==> src/rtl/sti_deserializer_if.sv <==
`default_nettype none
// +----------------------------------------------------------------------------+
// | Module   : sti_deserializer_if                                             |
// | Purpose  : Frame read-out bus of the STI deserializer. Carries the head    |
// |            FIFO entry and its valid/ready handshake.                       |
// | Signals  : out_word  [31:0] head frame, right-aligned                      |
// |            out_len   [1:0]  length code (0=8,1=16,2=24,3=32 bits)          |
// |            out_err          head frame had an illegal bit count            |
// |            out_valid        FIFO not empty                                 |
// |            out_ready        consumer accepts the head entry                |
// | Modports : master = deserializer side, slave = consumer side               |
// | Revision : 1.0  initial release                                            |
// +----------------------------------------------------------------------------+
interface sti_deserializer_if;
  logic [31:0] out_word;
  logic [1:0]  out_len;
  logic        out_err;
  logic        out_valid;
  logic        out_ready;

  modport master (
    output out_word,
    output out_len,
    output out_err,
    output out_valid,
    input  out_ready
  );

  modport slave (
    input  out_word,
    input  out_len,
    input  out_err,
    input  out_valid,
    output out_ready
  );
endinterface
`default_nettype wire

==> src/rtl/sti_deserializer.sv <==
`default_nettype none
// +----------------------------------------------------------------------------+
// | Module   : sti_deserializer                                                |
// | Purpose  : Serial receiver for the STI transmitter stream. Rebuilds each   |
// |            rx_valid-qualified bit burst into a right-aligned 32-bit word   |
// |            with length code and error flag, and queues it in a            |
// |            first-word-fall-through FIFO read via valid/ready.              |
// | Ports    : clk, reset (async, active-high)                                 |
// |            rx_data, rx_valid, rx_msb   serial input and bit order         |
// |            out_if (master)             frame read-out bus                 |
// |            overflow                    1-cycle pulse, frame dropped       |
// |            fifo_level [LW-1:0]         FIFO occupancy                      |
// |            frame_cnt [15:0], err_cnt [7:0]  only with STI_DESER_STATS_EN   |
// | Macro    : STI_DESER_STATS_EN adds saturating frame/error counters.        |
// | Revision : 1.0  initial release                                            |
// +----------------------------------------------------------------------------+
module sti_deserializer #(
  parameter  int FIFO_DEPTH = 4,
  localparam int LW         = $clog2(FIFO_DEPTH) + 1
) (
  input  logic             clk,
  input  logic             reset,
  input  logic             rx_data,
  input  logic             rx_valid,
  input  logic             rx_msb,
  sti_deserializer_if.master out_if,
  output logic             overflow,
  output logic [LW-1:0]    fifo_level
`ifdef STI_DESER_STATS_EN
  ,
  output logic [15:0]      frame_cnt,
  output logic [7:0]       err_cnt
`endif
);

  localparam int PW = LW - 1;

  typedef enum logic [0:0] {
    IDLE  = 1'b0,
    SHIFT = 1'b1
  } state_t;

  // ---------------------------------------------------------------------------
  // Receive state machine
  // ---------------------------------------------------------------------------
  state_t      state_q, state_d;
  logic        ord_q, ord_d;
  logic [5:0]  cnt_q, cnt_d;
  logic [31:0] sr_q, sr_d;
  logic        push;

  always_comb begin
    state_d = state_q;
    ord_d   = ord_q;
    cnt_d   = cnt_q;
    sr_d    = sr_q;
    push    = 1'b0;
    case (state_q)
      IDLE: begin
        if (rx_valid) begin
          state_d = SHIFT;
          ord_d   = rx_msb;
          cnt_d   = 6'd1;
          // Both bit orders land the first bit in sr[0] of a cleared register.
          sr_d    = {31'd0, rx_data};
        end
      end
      SHIFT: begin
        if (rx_valid) begin
          if (ord_q) begin
            sr_d = {sr_q[30:0], rx_data};
          end else if (!cnt_q[5]) begin
            sr_d[cnt_q[4:0]] = rx_data;
          end
          if (cnt_q != 6'd63) begin
            cnt_d = cnt_q + 6'd1;
          end
        end else begin
          push    = 1'b1;
          cnt_d   = 6'd0;
          state_d = IDLE;
        end
      end
      default: state_d = IDLE;
    endcase
  end

  always_ff @(posedge clk or posedge reset) begin
    if (reset) begin
      state_q <= IDLE;
      ord_q   <= 1'b0;
      cnt_q   <= 6'd0;
      sr_q    <= 32'd0;
    end else begin
      state_q <= state_d;
      ord_q   <= ord_d;
      cnt_q   <= cnt_d;
      sr_q    <= sr_d;
    end
  end

  // ---------------------------------------------------------------------------
  // Frame classification, evaluated while the terminating low cycle is seen
  // ---------------------------------------------------------------------------
  logic [31:0] fr_word;
  logic [1:0]  fr_len;
  logic        fr_err;

  always_comb begin
    fr_word = 32'd0;
    fr_len  = 2'd0;
    fr_err  = 1'b1;
    case (cnt_q)
      6'd8:  begin fr_word = {24'd0, sr_q[7:0]};  fr_len = 2'd0; fr_err = 1'b0; end
      6'd16: begin fr_word = {16'd0, sr_q[15:0]}; fr_len = 2'd1; fr_err = 1'b0; end
      6'd24: begin fr_word = {8'd0,  sr_q[23:0]}; fr_len = 2'd2; fr_err = 1'b0; end
      6'd32: begin fr_word = sr_q;                fr_len = 2'd3; fr_err = 1'b0; end
      default: ;
    endcase
  end

  // ---------------------------------------------------------------------------
  // First-word-fall-through FIFO
  // ---------------------------------------------------------------------------
  logic [34:0]   mem_q [FIFO_DEPTH];
  logic [PW-1:0] wr_ptr_q, wr_ptr_d;
  logic [PW-1:0] rd_ptr_q, rd_ptr_d;
  logic [LW-1:0] level_q, level_d;
  logic          overflow_q, overflow_d;
  logic          fifo_full;
  logic          fifo_nempty;
  logic          pop;
  logic          push_ok;
  logic [34:0]   head;

  always_comb begin
    fifo_nempty = (level_q != '0);
    fifo_full   = (level_q == LW'(FIFO_DEPTH));
    pop         = fifo_nempty && out_if.out_ready;
    // A pop in the same cycle frees the slot, so a full FIFO still accepts.
    push_ok     = push && (!fifo_full || pop);
    overflow_d  = push && fifo_full && !pop;
    wr_ptr_d    = push_ok ? wr_ptr_q + PW'(1) : wr_ptr_q;
    rd_ptr_d    = pop     ? rd_ptr_q + PW'(1) : rd_ptr_q;
    level_d     = level_q + LW'(push_ok) - LW'(pop);
  end

  always_ff @(posedge clk or posedge reset) begin
    if (reset) begin
      wr_ptr_q   <= '0;
      rd_ptr_q   <= '0;
      level_q    <= '0;
      overflow_q <= 1'b0;
    end else begin
      wr_ptr_q   <= wr_ptr_d;
      rd_ptr_q   <= rd_ptr_d;
      level_q    <= level_d;
      overflow_q <= overflow_d;
    end
  end

  // Storage needs no reset: entries are only visible behind a non-zero level.
  always_ff @(posedge clk) begin
    if (push_ok) begin
      mem_q[wr_ptr_q] <= {fr_err, fr_len, fr_word};
    end
  end

  assign head             = mem_q[rd_ptr_q];
  assign out_if.out_valid = fifo_nempty;
  assign out_if.out_word  = fifo_nempty ? head[31:0]  : 32'd0;
  assign out_if.out_len   = fifo_nempty ? head[33:32] : 2'd0;
  assign out_if.out_err   = fifo_nempty ? head[34]    : 1'b0;
  assign overflow         = overflow_q;
  assign fifo_level       = level_q;

`ifdef STI_DESER_STATS_EN
  // ---------------------------------------------------------------------------
  // Saturating statistics; dropped frames still count as completed.
  // ---------------------------------------------------------------------------
  logic [15:0] frame_cnt_q, frame_cnt_d;
  logic [7:0]  err_cnt_q, err_cnt_d;

  always_comb begin
    frame_cnt_d = frame_cnt_q;
    err_cnt_d   = err_cnt_q;
    if (push && (frame_cnt_q != 16'hFFFF)) begin
      frame_cnt_d = frame_cnt_q + 16'd1;
    end
    if (push && fr_err && (err_cnt_q != 8'hFF)) begin
      err_cnt_d = err_cnt_q + 8'd1;
    end
  end

  always_ff @(posedge clk or posedge reset) begin
    if (reset) begin
      frame_cnt_q <= 16'd0;
      err_cnt_q   <= 8'd0;
    end else begin
      frame_cnt_q <= frame_cnt_d;
      err_cnt_q   <= err_cnt_d;
    end
  end

  assign frame_cnt = frame_cnt_q;
  assign err_cnt   = err_cnt_q;
`endif

endmodule
`default_nettype wire
==> src/flat_wrapper.sv <==
// flat-port wrapper written by rule: the top's interface ports become plain ports
module sti_deserializer_flat 
#(
  parameter  int FIFO_DEPTH = 4,
  localparam int LW         = $clog2(FIFO_DEPTH) + 1
)
  (clk, reset, rx_data, rx_valid, rx_msb, overflow, fifo_level, out_if_out_word, out_if_out_len, out_if_out_err, out_if_out_valid, out_if_out_ready);
  sti_deserializer_if out_if_i ();
  input  logic clk;
  input  logic reset;
  input  logic rx_data;
  input  logic rx_valid;
  input  logic rx_msb;
  output logic overflow;
  output logic [LW-1:0] fifo_level;
  output wire logic [$bits(out_if_i.out_word)-1:0] out_if_out_word;
  output wire logic [$bits(out_if_i.out_len)-1:0] out_if_out_len;
  output wire logic [$bits(out_if_i.out_err)-1:0] out_if_out_err;
  output wire logic [$bits(out_if_i.out_valid)-1:0] out_if_out_valid;
  input wire logic [$bits(out_if_i.out_ready)-1:0] out_if_out_ready;
  assign out_if_out_word = out_if_i.out_word;
  assign out_if_out_len = out_if_i.out_len;
  assign out_if_out_err = out_if_i.out_err;
  assign out_if_out_valid = out_if_i.out_valid;
  assign out_if_i.out_ready = out_if_out_ready;
  sti_deserializer #(.FIFO_DEPTH(FIFO_DEPTH)) u_core (.clk(clk), .reset(reset), .rx_data(rx_data), .rx_valid(rx_valid), .rx_msb(rx_msb), .out_if(out_if_i), .overflow(overflow), .fifo_level(fifo_level));
endmodule
==> config.mk <==
export PLATFORM = sky130hd
export DESIGN_NAME = sti_deserializer_flat
export DESIGN_NICKNAME = d
export VERILOG_FILES = /design/src/rtl/sti_deserializer_if.sv /design/src/rtl/sti_deserializer.sv /design/src/flat_wrapper.sv
export SDC_FILE = /design/constraint.sdc
export NUM_CORES = 1
export LEC_CHECK = 0
export BUFFER_PORTS_ARGS = -buffer_cell sky130_fd_sc_hd__buf_2
export CORE_ASPECT_RATIO = 1.5
export CORE_UTILIZATION = 55
export DETAILED_ROUTE_END_ITERATION = 10
export PLACE_DENSITY = 0.73
export SYNTH_ARGS = -nofsm -noshare
export SYNTH_HDL_FRONTEND = slang
export SYNTH_SLANG_ARGS = --single-unit
==> constraint.sdc <==
create_clock -name clk -period 2.7 [get_ports clk]
set_clock_uncertainty 0.05 [all_clocks]
set_input_delay 0.405 -clock clk [delete_from_list [all_inputs] [get_ports clk]]
set_output_delay 0.405 -clock clk [all_outputs]
set_load 0.01 [all_outputs]
==> impl_metrics.py, run 1 <==
metrics = {
    "status": {
        "status": "complete, no violations",
    },
    "global_route": {
        "antenna_found_initial": 0,
        "grt_max_degree": 47,
        "grt_pass1_wl_um": 28600,
        "first_global_vias": 5301,
        "overflow": 0,
        "grt_use_total_pct": 22.8,
    },
    "worst_setup_path": {
        "crit_start": "u_core.rd_ptr_q[0]",
        "timing.rr.start": "u_core.cnt_q[0]",
        "max_stage_delay_ps": 580,
        "r2r-end": "u_core.mem_q[2][32]",
        "cpMaxStageDelayCell": "dfrtp_4",
        "critPathKind": "flip-flop to output port",
        "crit_chain": "buf_12 > mux4_2 > and2_1 > buf_2",
        "reg2reg_slack_ps": 470,
        "worst-path-stages": 4,
        "start_kind": "flip-flop",
        "cp_top_family": "flip-flops",
        "end_kind": "output port",
        "critPathMaxFanout": 20,
        "critPathArrivalTime_ps": 2120,
        "path_buf_inv": 2,
        "required_ps": 2250,
        "reg2regPathDepth": 3,
    },
    "hold_path": {
        "worstHoldPathType": "primary input to asynchronous set/reset pin",
    },
    "clocking": {
        "cts-root-buf": "clkbuf_16",
        "cts_max_level": 4,
        "post_cts.repair.setup_buffers": 0,
        "clk_latency_ps": 430,
        "cts_made_buffers": 17,
        "cts_sinks": 188,
        "cts.path.max_buffers": 2,
        "cts_tree": "yes",
        "path_clk_slew_ps": 70,
    },
    "synth": {
        "synth_top_family_by_area": "simple AND/OR/NAND/NOR gates",
        "muxShareOfSynthArea_pct": 12.9,
        "syn_area_per_cell_um2": 15.3,
        "yosys.area.top_type_share_pct": 47.1,
        "ys_seq_elements": 188,
        "yosysUniqueCellTypes": 57,
        "yosysTopAreaCell": "edfxtp_1",
        "synthCells": 583,
        "yosysSeqAreaShare_pct": 60.5,
        "synth_fp_nets": 599,
        "ys_warn_count": 0,
        "synth_fa_ha_area_share_pct": 1.49,
        "synthFlopType": "edfxtp_1",
        "synth_xor_area_share_pct": 0.589,
        "synth_edf_count": 140,
        "async_flop_share_pct": 25.5,
        "synth.top_cells.by_area": "edfxtp_1 47%, dfrtp_1 13%, mux4_2 8.8%",
        "post_synth_and_or_nand_nor_area_fraction_pct": 13.1,
        "syn_area_um2": 8930,
        "synth_compound_area_share_pct": 7.78,
    },
    "timing": {
        "tightest_slew_ps": 926,
        "period_minus_slack_ps": 2570,
        "fin_crit_sh_pct": 95.3,
        "slew_headroom_pct": 37.4,
        "worst_hold_slack_ps": 106,
        "finalMaxSlewViolations": 0,
        "final_hold_viol_count": 0,
        "tns_ps": 0,
        "max_clock_freq_mhz": 388,
        "rsz0062_at_grt": "no",
        "setup_viol": 0,
    },
    "detailed_routing": {
        "drtAntennaViolNets": 0,
        "avgViaCountPerCell": 6.22,
        "firstDrtPassIters": 6,
        "wl_per_cell_um": 21.6,
        "drc": 0,
        "drt_iter0_markers": 344,
        "drt-total-wl_um": 18000,
        "route.vias.total": 5173,
    },
    "placement": {
        "gp_congestion": 0.827,
        "port_buffers": 45,
        "place_hpwl_um": 11500,
    },
    "finish": {
        "fillCellCount": 1143,
        "synthToLayoutAreaGrowth_pct": 11.5,
        "mostFrequentLayoutCells": "140 x edfxtp_1, 68 x and2_1, 47 x dfrtp_1",
        "n_antenna_cell": 0,
        "multiInputGateArea_um2": 3200,
        "final_common_cell": "edfxtp_1",
        "drive_gt1_share_pct": 27.2,
        "seqCellArea_um2": 5410,
        "nets": 632,
    },
    "floorplanning": {
        "core_um2": 15800,
        "boundaryPins": 46,
        "die-area_um2": 16800,
        "fp.dieW_um": 106,
        "num_rows": 56,
        "start_util_pct": 56.6,
        "die-height_um": 158,
    },
    "power": {
        "power.leakage_nw": 3.68,
        "powerDensity_nw_per_um2": 841,
        "max-vdd-ir-drop_mv": 0.424,
    },
    "run": {
        "maxCapViolations": 0,
    },
}
==> flip-flops by register name, indices dropped and copies added (netlist names) <==
signal and cells:
u_core.mem_q 140, u_core.sr_q 32, u_core.cnt_q 6, u_core.fifo_level 3
u_core.rd_ptr_q 2, u_core.wr_ptr_q 2, u_core.ord_q 1, u_core.overflow 1
u_core.state_q 1
==> power by group <==
group	internal [mW]	switching [mW]	total, mW
combinational	1.19	1.15	2.34
clock	1.25	1.20	2.45
sequential	3.40	0.179	3.58
total	5.84	2.53	8.37
==> Yosys cell counts (5+ instances only) <==
cell,number
a22o_1,21
and2_1,68
and3_1,10
and4b_1,15
buf_2,18
buf_4,7
clkbuf_1,19
dfrtp_1,48
edfxtp_1,140
ha_1,9
inv_1,11
mux2_1,6
mux2_2,25
mux4_2,35
nand2_1,8
nand4b_1,5
nor4b_1,5
nor4bb_1,10
o211ai_1,33
o21ai_0,5
o2bb2ai_1,6
xnor2_1,5
==> timing repair <==
item | CTS | global route
resized for setup | 1 | 0
endpoints found under the setup margin | 2 | 0
hold buffers | 0 | 0
==> logic make-up after synthesis <==
| family | after synthesis |
|---|---|
| flops | 188 |
| simple gates | 161 |
| compound gates | 86 |
| mux | 67 |
| buf+inv | 65 |
| fa+ha+maj | 10 |
| xor+xnor | 6 |
==> stage by stage <==
| step | area (um^2) | instances | total power, mW | setup slack (ps) | util (%) |
|---|---|---|---|---|---|
| after detailed placement | 9360 | 800 | 6.04 | 459 | 59.4 |
| after global placement | 9360 | 800 | 5.96 | 515 | 59.4 |
| after CTS | 9950 | 832 | 8.47 | 67.7 | 63.1 |
| after floorplan | 8930 | 583 | 5.24 | 413 | - |
| after global routing | 9950 | 832 | 8.77 | 25.5 | 63.1 |
| final | 9950 | 832 | 8.37 | 126 | 63.1 |
==> layer usage <==
layer  track usage, %  wire (um)  vias to the layer above
li1                 -          -                     2362
met1             28.6       7410                     2639
met2             39.4       9460                      142
met3             4.08        681                       30
met4             9.13        395                        0
met5                0          0                        -
==> worst max path at each step <==
stage / to / slack, ps
after floorplan: u_core.mem_q[2][0] / 410
after global placement: out_if_out_word[30] / 520
after detailed placement: out_if_out_word[30] / 460
after CTS: out_if_out_word[19] / 70
after global routing: out_if_out_word[19] / 30
final: out_if_out_word[19] / 130
==> layout make-up <==
type / count / share of cell area [%]
inverters: 11 / 0.415
clock inverters: 14 / 1.63
multi-input cells: 330 / 32.1
well taps: 203 / 2.55
flip-flops and latches: 188 / 54.4
repair buffers: 68 / 4.63
clock buffers: 18 / 4.31
(Power assumes the default switching activity.)
==> run 2, diff against run 1 <==
--- a/config.mk
+++ b/config.mk
@@ -6,7 +6,6 @@
 export NUM_CORES = 1
 export LEC_CHECK = 0
 export BUFFER_PORTS_ARGS = -buffer_cell sky130_fd_sc_hd__buf_2
-export CORE_ASPECT_RATIO = 1.5
 export CORE_UTILIZATION = 55
 export DETAILED_ROUTE_END_ITERATION = 10
 export PLACE_DENSITY = 0.73
==> impl_metrics.py, run 2 (synthesis results as in run 1) <==
metrics = {
    "status": {
        "status": "complete, no violations",
    },
    "timing": {
        "max_clock_freq_mhz": 393,
        "worst_hold_slack_ps": 70.9,
        "slew_headroom_pct": 27.4,
        "tns_ps": 0,
        "period_minus_slack_ps": 2540,
        "rsz0062_at_grt": "no",
        "final_hold_viol_count": 0,
        "finalMaxSlewViolations": 0,
        "setup_viol": 0,
        "tightest_slew_ps": 1090,
        "fin_crit_sh_pct": 94.1,
        "fin_ws_ps": 158,
    },
    "detailed_routing": {
        "wl_per_cell_um": 21.2,
        "drt_iter0_markers": 402,
        "avgViaCountPerCell": 6.20,
        "route.vias.total": 5249,
        "firstDrtPassIters": 5,
        "drtAntennaViolNets": 0,
        "drc": 0,
        "drt-total-wl_um": 17900,
    },
    "power": {
        "max-vdd-ir-drop_mv": 0.490,
        "p_total_mw": 8.66,
        "powerDensity_nw_per_um2": 859,
        "power.leakage_nw": 3.74,
    },
    "finish": {
        "fin_util_pct": 63.5,
        "largest_reg_flops": 140,
        "final_common_cell": "edfxtp_1",
        "n_antenna_cell": 0,
        "synthToLayoutAreaGrowth_pct": 13.0,
        "mostFrequentLayoutCells": "140 x edfxtp_1, 68 x and2_1, 47 x dfrtp_1",
        "drive_gt1_share_pct": 27.4,
        "largest_register": "u_core.mem_q",
        "largestRegisters": "u_core.mem_q (140), u_core.sr_q (32), u_core.cnt_q (6)",
        "nets": 634,
    },
    "global_route": {
        "busiest_layer": "met2",
        "antenna_found_initial": 0,
        "grtUsageMet2_pct": 36.6,
        "grt_pass1_wl_um": 28500,
        "grt_max_degree": 49,
        "grt_use_met3_pct": 4.91,
        "use_met1_pct": 31.6,
        "overflow": 0,
        "grt_use_total_pct": 23.1,
        "first_global_vias": 5213,
    },
    "worst_setup_path": {
        "critPathArrivalTime_ps": 2090,
        "timing.rr.start": "u_core.cnt_q[0]",
        "start_kind": "flip-flop",
        "critPathKind": "flip-flop to output port",
        "critPathMaxFanout": 14,
        "required_ps": 2250,
        "reg2reg_slack_ps": 430,
        "r2r-end": "u_core.sr_q[0]",
        "end_kind": "output port",
        "reg2regPathDepth": 5,
    },
    "clocking": {
        "cts.path.max_buffers": 2,
        "cts-root-buf": "clkbuf_16",
        "cts_max_level": 4,
        "clk_latency_ps": 440,
        "path_clk_slew_ps": 70,
        "cts_tree": "yes",
        "post_cts.repair.setup_buffers": 0,
        "cts_sinks": 188,
        "cts_made_buffers": 17,
    },
    "hold_path": {
        "min_from": "rx_valid",
        "hold_depth": 1,
        "min_to": "u_core.state_q",
        "worstHoldPathType": "primary input to flip-flop",
    },
    "floorplanning": {
        "core_um2": 15900,
        "num_rows": 46,
        "die-area_um2": 16700,
        "start_util_pct": 56.2,
        "fp.dieW_um": 129,
        "boundaryPins": 46,
        "die-height_um": 129,
    },
    "placement": {
        "place_hpwl_um": 10600,
        "port_buffers": 45,
        "gp_congestion": 0.787,
        "pre_cts_ws_ps": 500,
    },
    "run": {
        "maxCapViolations": 0,
    },
}
==> run 2: cell types whose count changed in the layout (fill, tap and decap cells not counted), sizes merged <==
cell | previous run | this run
dlygate4sd3 | 0 | 1
clkbuf | 18 | 20
inv | 20 | 14
clkinvlp | 0 | 1
bufinv | 0 | 4
==> run 2: final cells by class <==
type	count	area (um^2)
multi-input combinational	330	3200
fill	1165	5800
tap	216	270
inverter	11	41.3
clock inverter	13	186
timing repair buffer	70	528
sequential	188	5410
clock buffer	19	453
==> run 2: repair_timing <==
item                                    4_1_cts  5_1_grt
endpoints found under the hold margin        48        0
resized for setup                             0        2
endpoints found under the setup margin        0       28
hold buffers                                  1        0
==> run 2: per-stage QoR <==
step,cell area [um^2],std cells
4_1_cts,10000,846
6_report,10100,847
3_3_place_gp,9400,813
2_1_floorplan,8930,583
5_1_grt,10100,847
3_5_place_dp,9400,813
==> run 2: power by group <==
group          switching (mW)  internal [mW]  total (mW)  leakage [nW]
clock network            1.07           1.61        2.67         0.314
registers               0.198           3.40        3.60          1.92
logic                    1.14           1.24        2.39          1.50
==> run 2: worst max-delay path by stage <==
stage	from	endpoint	slack, ps	cells after the start
2_1_floorplan	u_core.fifo_level[2]	u_core.mem_q[2][0]	410	3
3_3_place_gp	u_core.rd_ptr_q[0]	out_if_out_word[6]	520	4
3_5_place_dp	u_core.cnt_q[0]	u_core.sr_q[0]	500	5
4_1_cts	u_core.rd_ptr_q[0]	out_if_out_word[19]	30	4
5_1_grt	u_core.rd_ptr_q[0]	out_if_out_word[22]	60	4
6_report	u_core.rd_ptr_q[0]	out_if_out_word[1]	160	4
==> run 2: metal layers <==
layer | up-vias | part of all wire [%]
met5 | - | 0
li1 | 2354 | -
met2 | 165 | 49
met4 | 0 | 1.6
met1 | 2700 | 45
met3 | 30 | 4.6
==> run 2: worst max-delay path: stages (launching register included) <==
cell and delay, ps:
dfrtp_4 580, clkbuf_16 260, mux4_2 500, and2_1 170, buf_2 130
==> run 3, diff against run 2 <==
--- a/config.mk
+++ b/config.mk
@@ -9,6 +9,7 @@
 export CORE_UTILIZATION = 55
 export DETAILED_ROUTE_END_ITERATION = 10
 export PLACE_DENSITY = 0.73
+export RECOVER_POWER = 50
 export SYNTH_ARGS = -nofsm -noshare
 export SYNTH_HDL_FRONTEND = slang
 export SYNTH_SLANG_ARGS = --single-unit
==> impl_metrics.py, run 3 (synthesis results as in run 1) <==
metrics = {
    "clocking": {
        "cts_sinks": 188,
        "cts_tree": "yes",
        "clk_latency_ps": 440,
        "cts-root-buf": "clkbuf_16",
        "path_clk_slew_ps": 70,
        "cts_max_level": 4,
        "cts_made_buffers": 17,
        "cts.path.max_buffers": 2,
    },
    "worst_setup_path": {
        "critPathMaxFanout": 14,
        "critPathKind": "flip-flop to output port",
        "start_kind": "flip-flop",
        "critPathArrivalTime_ps": 2090,
        "max_stage_delay_ps": 580,
        "end_kind": "output port",
        "crit_chain": "clkbuf_16 > mux4_2 > and2_1 > buf_2",
        "cpMaxStageDelayCell": "dfrtp_4",
        "required_ps": 2250,
    },
    "finish": {
        "seqCellArea_um2": 5410,
        "nets": 634,
        "fin_util_pct": 63.0,
        "mostFrequentLayoutCells": "140 x edfxtp_1, 64 x and2_1, 47 x dfrtp_1",
        "final_common_cell": "edfxtp_1",
        "drive_gt1_share_pct": 26.1,
        "fillCellCount": 1178,
        "multiInputGateArea_um2": 3190,
        "synthToLayoutAreaGrowth_pct": 12.0,
        "largest_register": "u_core.mem_q",
        "largest_reg_flops": 140,
        "largestRegisters": "u_core.mem_q (140), u_core.sr_q (32), u_core.cnt_q (6)",
        "n_antenna_cell": 0,
    },
    "floorplanning": {
        "core_um2": 15900,
        "num_rows": 46,
        "die-height_um": 129,
        "fp.dieW_um": 129,
        "boundaryPins": 46,
        "die-area_um2": 16700,
        "start_util_pct": 56.2,
    },
    "placement": {
        "pre_cts_ws_ps": 500,
        "gp_congestion": 0.787,
        "place_hpwl_um": 10600,
        "port_buffers": 45,
    },
    "timing": {
        "final_hold_viol_count": 0,
        "setup_viol": 0,
        "finalMaxSlewViolations": 0,
        "period_minus_slack_ps": 2540,
        "tns_ps": 0,
        "max_clock_freq_mhz": 393,
        "rsz0062_at_grt": "no",
        "fin_ws_ps": 156,
        "fin_crit_sh_pct": 94.2,
        "slew_headroom_pct": 13.6,
        "tightest_slew_ps": 1300,
    },
    "detailed_routing": {
        "firstDrtPassIters": 8,
        "drc": 0,
        "avgViaCountPerCell": 6.18,
        "drtAntennaViolNets": 0,
        "drt-total-wl_um": 18000,
        "drt_iter0_markers": 392,
        "route.vias.total": 5232,
        "wl_per_cell_um": 21.3,
    },
    "global_route": {
        "grt_pass1_wl_um": 28500,
        "grt_use_total_pct": 23.1,
        "overflow": 0,
        "grt_max_degree": 49,
        "first_global_vias": 5213,
        "antenna_found_initial": 0,
    },
    "power": {
        "power.leakage_nw": 3.69,
        "powerDensity_nw_per_um2": 862,
        "max-vdd-ir-drop_mv": 0.489,
    },
    "status": {
        "status": "complete, no violations",
    },
    "hold_path": {
        "worstHoldPathType": "primary input to flip-flop",
    },
    "run": {
        "maxCapViolations": 0,
    },
}
==> run 3: layout make-up <==
| type | instances | area share, % |
|---|---|---|
| repair buffers | 70 | 4.50 |
| inverters | 11 | 0.413 |
| flip-flops and latches | 188 | 54.1 |
| clock buffers | 19 | 4.53 |
| well taps | 216 | 2.70 |
| clock inverters | 13 | 1.86 |
| multi-input cells | 330 | 31.9 |
==> run 3: final timing paths <==
path                                           start                  to  slack (ps)  cells after the start
worst min-delay path                        rx_valid      u_core.state_q          80                      1
worst min register to register       u_core.sr_q[19]     u_core.sr_q[19]         490                      1
max in group asynchronous                      reset  u_core.rd_ptr_q[0]         780                      4
worst max-delay path              u_core.rd_ptr_q[0]  out_if_out_word[1]         160                      4
worst max register to register  u_core.fifo_level[2]  u_core.mem_q[3][1]         290                      4
min in group asynchronous                      reset  u_core.wr_ptr_q[0]         890                      4
==> run 3: layer usage <==
metal | global-route usage (%) | up-vias | wire length (um)
met1 | 31.6 | 2696 | 8120
met3 | 4.91 | 21 | 848
met5 | 0 | - | 0
li1 | - | 2357 | -
met2 | 36.6 | 158 | 8810
met4 | 8.65 | 0 | 221
==> run 3: through the flow <==
step,instance area [um^2],std cells,total power [mW],hold slack (ps)
finish,10000,847,8.62,77.2
floorplan,8930,583,5.24,386
CTS,10000,846,8.68,65.4
global placement,9400,813,5.96,418
detailed placement,9400,813,6.01,425
global route,10000,847,9.03,83.1
==> run 3: what timing repair did <==
action / CTS / global route
hold buffers: 1 / 0
endpoints found under the hold margin: 48 / 0
setup endpoints to repair: 0 / 28
buffers inserted: 0 / 0
gates resized for setup: 0 / 2
==> run 3: where the power goes <==
group / switching, mW / internal (mW)
clock: 1.06 / 1.61
sequential: 0.200 / 3.41
combinational: 1.14 / 1.21
total: 2.40 / 6.22
==> run 3: critical path, delay by kind of cell (launching register included) <==
kind | cells | cell delay (ps)
buf+inv | 2 | 390
flops | 1 | 580
mux | 1 | 500
simple gates | 1 | 170
